<file path="config.mk">
export PLATFORM = sky130hd
export DESIGN_NAME = timekeeper_flat
export DESIGN_NICKNAME = d
export VERILOG_FILES = /design/src/rtl/timekeeper_if.sv /design/src/rtl/timekeeper.sv /design/src/flat_wrapper.sv
export SDC_FILE = /design/constraint.sdc
export NUM_CORES = 1
export LEC_CHECK = 0
export BUFFER_PORTS_ARGS = -buffer_cell sky130_fd_sc_hd__buf_2
export CORE_MARGIN = 2
export CORE_UTILIZATION = 36
export DETAILED_ROUTE_END_ITERATION = 8
export PLACE_DENSITY = 0.67
export SETUP_SLACK_MARGIN = 0.3
export SYNTH_ARGS = -nofsm -noshare
export SYNTH_HDL_FRONTEND = slang
export SYNTH_SLANG_ARGS = --single-unit
export TNS_END_PERCENT = 10
</file>
<file path="constraint.sdc">
create_clock -name i_clk -period 2 [get_ports i_clk]
set_clock_uncertainty 0.1 [all_clocks]
set_input_delay 0.4 -clock i_clk [delete_from_list [all_inputs] [get_ports i_clk]]
set_output_delay 0.4 -clock i_clk [all_outputs]
set_load 0.01 [all_outputs]
</file>
<file path="src/rtl/timekeeper_if.sv">
// rtl/timekeeper_if.sv - Control, load and status signal bundle for the timekeeper.
// Alarm signals exist only when TIMEKEEPER_ALARM_EN is defined.
interface timekeeper_if #(
  parameter int DAY_W = 16
);
  logic             i_en;
  logic             i_mode12;
  logic             i_load;
  logic [4:0]       i_ld_hours;
  logic [5:0]       i_ld_mins;
  logic [5:0]       i_ld_secs;
  logic [4:0]       o_hours;
  logic             o_pm;
  logic [5:0]       o_mins;
  logic [5:0]       o_secs;
  logic [DAY_W-1:0] o_days;
  logic             o_sec_tick;
  logic             o_day_tick;
  logic             o_load_err;
`ifdef TIMEKEEPER_ALARM_EN
  logic             i_alm_set;
  logic [4:0]       i_alm_hours;
  logic [5:0]       i_alm_mins;
  logic             i_alm_arm;
  logic             o_alarm;
`endif

  modport master (
    output i_en, i_mode12, i_load, i_ld_hours, i_ld_mins, i_ld_secs,
    input  o_hours, o_pm, o_mins, o_secs, o_days, o_sec_tick, o_day_tick, o_load_err
`ifdef TIMEKEEPER_ALARM_EN
    , output i_alm_set, i_alm_hours, i_alm_mins, i_alm_arm
    , input  o_alarm
`endif
  );

  modport slave (
    input  i_en, i_mode12, i_load, i_ld_hours, i_ld_mins, i_ld_secs,
    output o_hours, o_pm, o_mins, o_secs, o_days, o_sec_tick, o_day_tick, o_load_err
`ifdef TIMEKEEPER_ALARM_EN
    , input  i_alm_set, i_alm_hours, i_alm_mins, i_alm_arm
    , output o_alarm
`endif
  );
endinterface

</file>
<file path="src/rtl/timekeeper.sv">
// rtl/timekeeper.sv - Prescaled time-of-day counter with day count, load and 12/24h display.
// Define TIMEKEEPER_ALARM_EN to build the HH:MM alarm compare.
module timekeeper #(
  parameter int CLK_DIV = 1,
  parameter int DAY_W   = 16
) (
  input  logic        i_clk,
  input  logic        i_rst,
  timekeeper_if.slave bus
);
  localparam int            PW         = (CLK_DIV > 1) ? $clog2(CLK_DIV) : 1;
  localparam logic [PW-1:0] PRESC_LAST = PW'(CLK_DIV - 1);

  logic [PW-1:0]    r_presc;
  logic [4:0]       r_hours;
  logic [5:0]       r_mins;
  logic [5:0]       r_secs;
  logic [DAY_W-1:0] r_days;
  logic             r_sec_tick;
  logic             r_day_tick;
  logic             r_load_err;

  logic             w_tick;
  logic             w_ld_ok;
  logic             w_ld_accept;
  logic             w_set_err;
  logic             w_roll;
  logic [4:0]       w_nxt_hours;
  logic [5:0]       w_nxt_mins;
  logic [5:0]       w_nxt_secs;
  logic [4:0]       w_hours_disp;
  logic             w_pm;

  assign w_tick      = bus.i_en && (r_presc == PRESC_LAST);
  assign w_ld_ok     = (bus.i_ld_hours <= 5'd23) && (bus.i_ld_mins <= 6'd59) &&
                       (bus.i_ld_secs <= 6'd59);
  assign w_ld_accept = bus.i_load && w_ld_ok;

  // Time one second ahead with the full carry chain resolved in one cycle.
  always_comb begin
    w_nxt_secs  = r_secs;
    w_nxt_mins  = r_mins;
    w_nxt_hours = r_hours;
    w_roll      = 1'b0;
    if (r_secs == 6'd59) begin
      w_nxt_secs = 6'd0;
      if (r_mins == 6'd59) begin
        w_nxt_mins = 6'd0;
        if (r_hours == 5'd23) begin
          w_nxt_hours = 5'd0;
          w_roll      = 1'b1;
        end else begin
          w_nxt_hours = r_hours + 5'd1;
        end
      end else begin
        w_nxt_mins = r_mins + 6'd1;
      end
    end else begin
      w_nxt_secs = r_secs + 6'd1;
    end
  end

  always_ff @(posedge i_clk) begin
    if (i_rst) begin
      r_presc    <= '0;
      r_hours    <= 5'd0;
      r_mins     <= 6'd0;
      r_secs     <= 6'd0;
      r_days     <= '0;
      r_sec_tick <= 1'b0;
      r_day_tick <= 1'b0;
      r_load_err <= 1'b0;
    end else begin
      r_sec_tick <= 1'b0;
      r_day_tick <= 1'b0;
      r_load_err <= (bus.i_load && !w_ld_ok) || w_set_err;
      if (w_ld_accept) begin
        r_presc <= '0;
        r_hours <= bus.i_ld_hours;
        r_mins  <= bus.i_ld_mins;
        r_secs  <= bus.i_ld_secs;
      end else if (w_tick) begin
        r_presc    <= '0;
        r_hours    <= w_nxt_hours;
        r_mins     <= w_nxt_mins;
        r_secs     <= w_nxt_secs;
        r_sec_tick <= 1'b1;
        r_day_tick <= w_roll;
        if (w_roll) r_days <= r_days + DAY_W'(1);
      end else if (bus.i_en) begin
        r_presc <= r_presc + PW'(1);
      end
    end
  end

  // Hour 0 reads as 12 AM, 12 as 12 PM; the stored hour stays 24-hour.
  always_comb begin
    w_hours_disp = r_hours;
    w_pm         = 1'b0;
    if (bus.i_mode12) begin
      w_pm = (r_hours >= 5'd12);
      if (r_hours == 5'd0)       w_hours_disp = 5'd12;
      else if (r_hours > 5'd12)  w_hours_disp = r_hours - 5'd12;
    end
  end

`ifdef TIMEKEEPER_ALARM_EN
  logic [4:0] r_alm_hours;
  logic [5:0] r_alm_mins;
  logic       r_alarm;
  logic       w_alm_ok;
  logic       w_alm_hit;

  assign w_alm_ok  = (bus.i_alm_hours <= 5'd23) && (bus.i_alm_mins <= 6'd59);
  assign w_set_err = bus.i_alm_set && !w_alm_ok;
  // Match against the time about to be written, so a load or tick landing on HH:MM:00 fires.
  assign w_alm_hit = bus.i_alm_arm && (w_ld_accept ?
                     ((bus.i_ld_hours == r_alm_hours) && (bus.i_ld_mins == r_alm_mins) &&
                      (bus.i_ld_secs == 6'd0)) :
                     (w_tick && (w_nxt_hours == r_alm_hours) && (w_nxt_mins == r_alm_mins) &&
                      (w_nxt_secs == 6'd0)));

  always_ff @(posedge i_clk) begin
    if (i_rst) begin
      r_alm_hours <= 5'd0;
      r_alm_mins  <= 6'd0;
      r_alarm     <= 1'b0;
    end else begin
      r_alarm <= w_alm_hit;
      if (bus.i_alm_set && w_alm_ok) begin
        r_alm_hours <= bus.i_alm_hours;
        r_alm_mins  <= bus.i_alm_mins;
      end
    end
  end

  assign bus.o_alarm = r_alarm;
`else
  assign w_set_err = 1'b0;
`endif

  assign bus.o_hours    = w_hours_disp;
  assign bus.o_pm       = w_pm;
  assign bus.o_mins     = r_mins;
  assign bus.o_secs     = r_secs;
  assign bus.o_days     = r_days;
  assign bus.o_sec_tick = r_sec_tick;
  assign bus.o_day_tick = r_day_tick;
  assign bus.o_load_err = r_load_err;
endmodule
</file>
<file path="src/flat_wrapper.sv">
// flat-port wrapper written by rule: the top's interface ports become plain ports
module timekeeper_flat 
#(
  parameter int CLK_DIV = 1,
  parameter int DAY_W   = 16
)
  (i_clk, i_rst, bus_i_en, bus_i_mode12, bus_i_load, bus_i_ld_hours, bus_i_ld_mins, bus_i_ld_secs, bus_o_hours, bus_o_pm, bus_o_mins, bus_o_secs, bus_o_days, bus_o_sec_tick, bus_o_day_tick, bus_o_load_err);
  timekeeper_if #(.DAY_W(DAY_W)) bus_i ();
  input  logic i_clk;
  input  logic i_rst;
  input wire logic [$bits(bus_i.i_en)-1:0] bus_i_en;
  input wire logic [$bits(bus_i.i_mode12)-1:0] bus_i_mode12;
  input wire logic [$bits(bus_i.i_load)-1:0] bus_i_load;
  input wire logic [$bits(bus_i.i_ld_hours)-1:0] bus_i_ld_hours;
  input wire logic [$bits(bus_i.i_ld_mins)-1:0] bus_i_ld_mins;
  input wire logic [$bits(bus_i.i_ld_secs)-1:0] bus_i_ld_secs;
  output wire logic [$bits(bus_i.o_hours)-1:0] bus_o_hours;
  output wire logic [$bits(bus_i.o_pm)-1:0] bus_o_pm;
  output wire logic [$bits(bus_i.o_mins)-1:0] bus_o_mins;
  output wire logic [$bits(bus_i.o_secs)-1:0] bus_o_secs;
  output wire logic [$bits(bus_i.o_days)-1:0] bus_o_days;
  output wire logic [$bits(bus_i.o_sec_tick)-1:0] bus_o_sec_tick;
  output wire logic [$bits(bus_i.o_day_tick)-1:0] bus_o_day_tick;
  output wire logic [$bits(bus_i.o_load_err)-1:0] bus_o_load_err;
  assign bus_i.i_en = bus_i_en;
  assign bus_i.i_mode12 = bus_i_mode12;
  assign bus_i.i_load = bus_i_load;
  assign bus_i.i_ld_hours = bus_i_ld_hours;
  assign bus_i.i_ld_mins = bus_i_ld_mins;
  assign bus_i.i_ld_secs = bus_i_ld_secs;
  assign bus_o_hours = bus_i.o_hours;
  assign bus_o_pm = bus_i.o_pm;
  assign bus_o_mins = bus_i.o_mins;
  assign bus_o_secs = bus_i.o_secs;
  assign bus_o_days = bus_i.o_days;
  assign bus_o_sec_tick = bus_i.o_sec_tick;
  assign bus_o_day_tick = bus_i.o_day_tick;
  assign bus_o_load_err = bus_i.o_load_err;
  timekeeper #(.CLK_DIV(CLK_DIV), .DAY_W(DAY_W)) u_core (.i_clk(i_clk), .i_rst(i_rst), .bus(bus_i));
endmodule
</file>
# [After elaboration in Yosys (flattened, before gate mapping)]
# Index checks and enable logic that the tools add are counted.
# Widths: inputs -> output; s select.
[totals] regBits=37 in_bits=22 out_inout_bits=37
[classes] addsub=6 magnitude_cmp=5 n_eq_ne=3 n_mux=20 bitwise=3 reduce_logical=16
[ops] op="$mux 6" n=7
[ops] op="$mux 5" n=8
[ops] op="$add 16x1->16 const B" n=1
[ops] op="$add 6x1->6 const B" n=2
[ops] op="$eq 6x6->1 const B" n=2
[ops] op="$le 6x6->1 const B" n=2
[ops] op="$reduce_and 3->1" n=2
[ops] op="$reduce_bool 2->1" n=3
[ops] op="$reduce_or 3->1" n=2
[ops] op="$add 5x1->5 const B" n=1
[ops] op="$eq 5x5->1 const B" n=1
[ops] op="$ge 5x4->1 const B" n=1
[ops] op="$gt 5x4->1 const B" n=1
[ops] op="$le 5x5->1 const B" n=1
[ops] op="$logic_and 1x1->1" n=5
[ops] op="$logic_not 5->1" n=1
[ops] op="$mux 1" n=5
[ops] op="$sub 5x4->5 const B" n=1
[ops] op="$not 1->1" n=3
[ops] op="$reduce_and 2->1" n=1
[ops] op="$reduce_or 2->1" n=1
[ops] op="$add 1x1->1 const B" n=1
[ops] op="$logic_not 1->1" n=1

# [Longest topological paths before layout]
# Gate-level depths: netlist of run 1.
[depth] word_depth=6 mapped_depth=8

# [Worst setup path after synthesis of run 1]
# Ideal clock, no wire load.
[synth_path] kind="flip-flop to flip-flop" start="register u_core.r_hours[2]" end="register u_core.r_days[15] (netlist: u_core.bus.o_days[15])" setup_time_ps=70 t_arrival_ps=2000 setup_slack_ps=-171 stages_incl_launch_ff=8 synth_period_minus_slack_ps=2171 cell_sequence="dfxtp_1 -> ha_1 -> and3_1 -> buf_4 -> nand2_2 -> or4_4 -> or4_1 -> a21oi_1"
[synth_between] elab_chain_len=5
[synth_rtl] item="start: declaration" line_no="timekeeper.sv:15" rtl="logic [4:0] r_hours;"
[synth_rtl] item="start signal: assignment" line_no="timekeeper.sv:79" rtl="r_hours <= bus.i_ld_hours;"
[synth_rtl] item="start signal: assignment" line_no="timekeeper.sv:84" rtl="r_hours <= w_nxt_hours;"
[synth_rtl] item="$eq 5x5->1" line_no="timekeeper.sv:49" rtl="if (r_hours == 5'd23) begin"
[synth_rtl] item="$mux 1" line_no="timekeeper.sv:49"
[synth_rtl] item="$mux 1" line_no="timekeeper.sv:47" rtl="if (r_mins == 6'd59) begin"
[synth_rtl] item="$mux 1" line_no="timekeeper.sv:45" rtl="if (r_secs == 6'd59) begin"
[synth_rtl] item="$reduce_and 3->1 (no source line)"
[synth_rtl] item="end signal: assignment" line_no="timekeeper.sv:89" rtl="if (w_roll) r_days <= r_days + DAY_W'(1);"
[synth_rtl] item="end: declaration" line_no="timekeeper.sv:18" rtl="logic [DAY_W-1:0] r_days;"
# Every way passes these cells.
# A chain may end at the register's enable or synchronous reset.

# [Worst setup path in the final report of run 1]
[layout_path] start="register u_core.r_hours[0]" end="register u_core.r_days[15] (netlist: u_core.bus.o_days[15])"
# Same word-level chain as after synthesis.

==> impl_metrics.env, run 1 <==
export IMPL_critPathRequiredTime_ps=2120
export IMPL_rsz0062_at_grt="true"
export IMPL_die_area_um2=6451
export IMPL_setup_ws_ps=-42.63
export IMPL_clock_fmax_ghz=0.4896
export IMPL_grt_max_degree=29
export IMPL_antenna_found_initial=0
export IMPL_fin_crit_ps=2043
export IMPL_ant_nets=0
export IMPL_cts_max_level=2
export IMPL_avgViaCountPerCell=5.400
export IMPL_cts_sinks=37
export IMPL_ir_drop_v=0.0003167
export IMPL_finalMaxSlewViolations=0
export IMPL_period_share=1.021
export IMPL_violations="negative setup slack"
export IMPL_layout_commonest_cell="buf_2"
export IMPL_first_pass_iters=4
export IMPL_fillers=524
export IMPL_cts_tree="done"
export IMPL_grt_ovfl_total=0
export IMPL_vias=2365
export IMPL_status="finished, violations left"
export IMPL_fp_dieH_um=80.32
export IMPL_reg2reg_slack_ps=-40
export IMPL_gp_congestion=0.8242
export IMPL_hold_violations=0
export IMPL_multiInputGateArea_um2=1510
export IMPL_clock_root_buffer="clkbuf_8"
export IMPL_core_um2=5574
export IMPL_post_synth_top_area_fraction=0.3532
export IMPL_syn_inst=268
export IMPL_setup_worst_path_start_class="flop"
export IMPL_grt_pass1_vias=2230
export IMPL_initialDrtViolationCount=141
export IMPL_area_growth_pct=50.66
export IMPL_worstPathArrival_ps=2170
export IMPL_instances_no_fill=438
export IMPL_rr_worst_depth=6
export IMPL_synth_cell_types=41
export IMPL_post_route_cells_drive_above_1_share=0.4399
export IMPL_yosys_area_top_type="dfxtp_1"
export IMPL_grt_pass1_wl_um=10340
export IMPL_endpoint_kind="flop"
export IMPL_drv_cap=0
export IMPL_path_clk_slew_ps=70
export IMPL_min_path_type="input pin to flop"
export IMPL_cts_made_buffers=5
export IMPL_fp_row_count=27
export IMPL_start_util=0.3762
export IMPL_path_max_fanout=5
export IMPL_n_antenna_cell=0
export IMPL_grt_usage=0.2037
export IMPL_hold_path_startpoint="bus_i_en"
export IMPL_yosysWarnings=0
export IMPL_die_width_um=80.32
export IMPL_whs_endpoint="u_core.r_presc"
export IMPL_slew_headroom=0.6325
export IMPL_regArea_um2=764.5
export IMPL_syn_cell_area_um2=2097
export IMPL_setup_viol=7
export IMPL_critPathKind="flop to flop"
export IMPL_synth_nets=298
export IMPL_io_buffers=58
export IMPL_synth_ff_latch_count=37
export IMPL_hold_depth=2
export IMPL_wl_um=6244
export IMPL_clk_path_buf_depth=2
export IMPL_fin_util=0.5668
export IMPL_ios=59
export IMPL_holdWs_ps=197.1
export IMPL_post_drt_wl_per_cell_um=14.26
export IMPL_powerDensity_nw_per_um2=524.3
export IMPL_final_cell_mix="buf_2, buf_4, nor2_1"
export IMPL_dp_hpwl_um=4482
export IMPL_tightest_slew_ps=551.3
export IMPL_place_inst=419
export IMPL_ys_seq_area_frac=0.3532
export IMPL_reg2reg_to="u_core.bus.o_days[15]"
export IMPL_r2r_start="u_core.r_hours[0]"
export IMPL_postSynthAreaPerCell_um2=7.825
export IMPL_clock_latency_ps=300
export IMPL_layout_nets=395
export IMPL_drc_errors=0
export IMPL_synthTopCellsByArea="dfxtp_1, nor2_1, ha_1"
export IMPL_leakagePower_uw=0.001260
==> report_power, final <==
part	internal, uW	switching [uW]
combinational	161	184
sequential	770	31.1
clock	248	264
total	1180	479
==> worst max path at each step <==
| stage | depth (start not counted) | slack [ps] | to | startpoint |
|---|---|---|---|---|
| after detailed placement | 6 | -3 | u_core.bus.o_days[15] | u_core.bus.o_mins[0] |
| after global placement | 6 | 20 | u_core.bus.o_days[15] | u_core.r_hours[0] |
| after CTS | 8 | -20 | bus_o_hours[2] | u_core.r_hours[1] |
| after floorplan | 8 | -50 | u_core.bus.o_days[15] | u_core.r_hours[3] |
| after global routing | 7 | -140 | u_core.bus.o_days[14] | u_core.bus.o_secs[0] |
| final | 6 | -40 | u_core.bus.o_days[15] | u_core.r_hours[0] |
==> cell type report <==
| class | instances | area share |
|---|---|---|
| clock buffers | 8 | 0.02535 |
| inverters | 8 | 0.01030 |
| multi-input cells | 207 | 0.4780 |
| flip-flops and latches | 37 | 0.2420 |
| well taps | 72 | 0.02851 |
| repair buffers | 106 | 0.2158 |
==> critical path, cell delays in order, from the launching register on <==
cell     delay [ps]
dfxtp_4         380
ha_4            160
and3_4          190
nand2_2          50
or4_4           430
or4_1           520
a21oi_1         140
==> cell usage after synthesis (all sizes together) <==
| cell | n |
|---|---|
| or3 | 11 |
| mux2i | 3 |
| nand3b | 3 |
| xnor2 | 8 |
| and3 | 2 |
| nor4b | 2 |
| dfxtp | 37 |
| nor2b | 3 |
| inv | 8 |
| nand4b | 2 |
| o2bb2ai | 1 |
| ha | 8 |
| and4 | 2 |
| o21ai | 16 |
| o211ai | 1 |
| a311oi | 8 |
| nand2 | 27 |
| buf | 7 |
| o31ai | 3 |
| o2111ai | 1 |
| nor4 | 8 |
| or4 | 3 |
| a221oi | 1 |
| o41ai | 1 |
| nand4 | 15 |
| nor2 | 30 |
| nor3 | 11 |
| nand3 | 10 |
| and3b | 1 |
| xor2 | 3 |
| clkbuf | 9 |
| and2 | 2 |
| nand2b | 2 |
| a21oi | 14 |
| a211oi | 5 |
==> kinds of logic after synthesis <==
| kind of cell | after synthesis | synth area share |
|---|---|---|
| AND/OR/NAND/NOR | 134 | 0.3377 |
| multiplexers | 3 | 0.01432 |
| buffers and inverters | 24 | 0.04714 |
| flip-flops | 37 | 0.3532 |
| AO/OA/AOI/OAI | 51 | 0.1539 |
| XOR/XNOR | 11 | 0.04595 |
| adder cells (fa/ha/maj) | 8 | 0.04773 |
==> layer usage <==
| metal | share of wire | global-route usage |
|---|---|---|
| met4 | 0.011 | 0.05593 |
| met2 | 0.51 | 0.3617 |
| met1 | 0.45 | 0.2529 |
| met5 | 0 | 0 |
| met3 | 0.035 | 0.03371 |
==> repair_timing <==
item / CTS / global route
setup buffers: 5 / 6
gates resized for setup: 29 / 12
pin swaps: 36 / 23
hold buffers: 0 / 0
hold endpoints to repair: 0 / 0
setup endpoints to repair: 32 / 34
==> sequential cells by signal, summed over array words and instances (netlist names) <==
name / count
u_core.r_hours: 5
u_core.bus.o_load_err: 1
u_core.bus.o_secs: 6
u_core.bus.o_sec_tick: 1
u_core.r_presc: 1
u_core.bus.o_day_tick: 1
u_core.bus.o_mins: 6
u_core.bus.o_days: 16
==> through the flow <==
| step | power [uW] | setup slack [ps] | TNS (ps) | area (um^2) |
|---|---|---|---|---|
| after CTS | 1652 | -24.52 | -58.02 | 3065 |
| after global placement | 1110 | 17.96 | 0 | 2826 |
| after detailed placement | 1117 | -3.000 | -3.000 | 2826 |
| after floorplan | 981.7 | -45.99 | -45.99 | 2236 |
| after global routing | 1740 | -135.6 | -1401 | 3159 |
| final | 1656 | -42.63 | -152.4 | 3159 |
Note: power is estimated with default switching activity, not from simulation.
==> run 2, diff against run 1 <==
- CORE_MARGIN: 2 -> 4
- SKIP_LAST_GASP: default -> 1
==> impl_metrics.env, run 2 (synthesis gave the netlist of run 1 again) <==
export IMPL_slew_headroom=0.6907
export IMPL_ir_drop_v=0.0003165
export IMPL_worstPathArrival_ps=2160
export IMPL_postPlaceCellArea_um2=2821
export IMPL_area_growth_pct=50.78
export IMPL_hold_violations=0
export IMPL_fillers=535
export IMPL_leakagePower_uw=0.001299
export IMPL_n_antenna_cell=0
export IMPL_initialDrtViolationCount=109
export IMPL_largest_register_ffs=16
export IMPL_antenna_found_initial=0
export IMPL_post_route_cells_drive_above_1_share=0.4312
export IMPL_tightest_slew_ps=464.0
export IMPL_powerDensity_nw_per_um2=527.5
export IMPL_dp_slack_ps=12.35
export IMPL_cts_made_buffers=5
export IMPL_drv_cap=0
export IMPL_cpLargestDelayFamily="simple AND/OR/NAND/NOR gates"
export IMPL_vias=2406
export IMPL_ant_nets=0
export IMPL_post_drt_wl_per_cell_um=14.52
export IMPL_rr_worst_depth=7
export IMPL_critPathKind="flop to flop"
export IMPL_critical_path_slowest_cell="or4_4"
export IMPL_whs_endpoint="u_core.r_presc"
export IMPL_grt_pass1_wl_um=10340
export IMPL_clk_path_buf_depth=2
export IMPL_grt_max_degree=29
export IMPL_clock_fmax_ghz=0.4927
export IMPL_rsz0062_at_grt="true"
export IMPL_status="finished, violations left"
export IMPL_critPathRequiredTime_ps=2130
export IMPL_gp_congestion=0.8968
export IMPL_max_stage_delay_ps=500
export IMPL_drc_errors=0
export IMPL_tns_ps=-50.95
export IMPL_io_buffers=58
export IMPL_dp_hpwl_um=4790
export IMPL_setup_ws_ps=-29.78
export IMPL_cts_max_level=2
export IMPL_fp_row_count=27
export IMPL_reg2reg_slack_ps=-30
export IMPL_cts_sinks=37
export IMPL_holdWs_ps=201.4
export IMPL_grt_ovfl_total=0
export IMPL_clock_root_buffer="clkbuf_8"
export IMPL_first_pass_iters=4
export IMPL_period_share=1.015
export IMPL_fp_dieH_um=84.32
export IMPL_hold_depth=2
export IMPL_reg2reg_to="u_core.bus.o_days[15]"
export IMPL_layout_commonest_cell="buf_2"
export IMPL_r2r_start="u_core.r_hours[1]"
export IMPL_final_cell_mix="buf_2, buf_4, nor2_1"
export IMPL_final_area_um2=3162
export IMPL_avgViaCountPerCell=5.347
export IMPL_start_util=0.3762
export IMPL_min_path_type="input pin to flop"
export IMPL_die_width_um=84.32
export IMPL_cts_tree="done"
export IMPL_layout_nets=407
export IMPL_finalMaxSlewViolations=0
export IMPL_core_um2=5574
export IMPL_path_clk_slew_ps=70
export IMPL_path_cells="buf_4 > ha_4 > and3_4 > nand2_2 > or4_4 > or4_4 > a21oi_2"
export IMPL_wl_um=6534
export IMPL_path_max_fanout=4
export IMPL_setup_worst_path_start_class="flop"
export IMPL_setup_viol=3
export IMPL_fin_crit_ps=2030
export IMPL_hold_path_startpoint="bus_i_en"
export IMPL_grt_usage=0.1764
export IMPL_violations="negative setup slack"
export IMPL_endpoint_kind="flop"
export IMPL_die_area_um2=7110
export IMPL_cp_common_cell="or4_4"
export IMPL_ios=59
export IMPL_grt_pass1_vias=2208
export IMPL_critPathBufInv=1
export IMPL_clock_latency_ps=290
-- run 2: report_power, final --
part | leakage, uW | internal [uW] | switching (uW)
sequential | 0.000306 | 769 | 28.5
clock | 0.0000395 | 248 | 263
combinational | 0.000953 | 172 | 188
-- run 2: final cells by class --
cell class / count / area [um^2] / area share
inverters: 8 / 32.53 / 0.01029
clock buffers: 8 / 80.08 / 0.02533
flip-flops and latches: 37 / 763.2 / 0.2414
well taps: 72 / 90.09 / 0.02849
repair buffers: 118 / 752.0 / 0.2378
multi-input cells: 207 / 1444 / 0.4567
-- run 2: through the flow --
| stage | total power, uW | instances | util |
|---|---|---|---|
| 2_1_floorplan | 981.7 | 268 | - |
| 3_3_place_gp | 1112 | 420 | 0.5062 |
| 3_5_place_dp | 1122 | 420 | 0.5062 |
| 4_1_cts | 1657 | 438 | 0.5450 |
| 5_1_grt | 1747 | 450 | 0.5672 |
| 6_report | 1668 | 450 | 0.5672 |
-- run 2: timing repair --
item                                   CTS  global route
cloned                                   0             0
setup endpoints to repair               32            35
pin swaps                               12            12
buffers inserted                        10            12
hold buffers                             0             0
endpoints found under the hold margin    0             0
gates resized for setup                 17             8
-- run 2: how the worst max path moves through the flow --
stage / start / to / depth (start not counted)
global route: u_core.bus.o_secs[0] / u_core.bus.o_days[14] / 7
finish: u_core.r_hours[1] / u_core.bus.o_days[15] / 7
floorplan: u_core.r_hours[3] / u_core.bus.o_days[15] / 8
CTS: u_core.r_hours[1] / bus_o_hours[2] / 8
detailed placement: u_core.r_hours[0] / u_core.bus.o_days[15] / 6
global placement: u_core.r_hours[0] / u_core.bus.o_days[15] / 6
-- run 2: worst register-to-register path, stage by stage, from the launching register on --
cell and delay [ps]:
dfxtp_2 340, buf_4 110, ha_4 140, and3_4 190, nand2_2 50, or4_4 440
or4_4 500, a21oi_2 120
-- run 2: metal layers --
layer | track usage | wire, um
met1 | 0.2117 | 2837
met2 | 0.3092 | 3330
met3 | 0.03337 | 257
met4 | 0.06871 | 108
met5 | 0 | 0
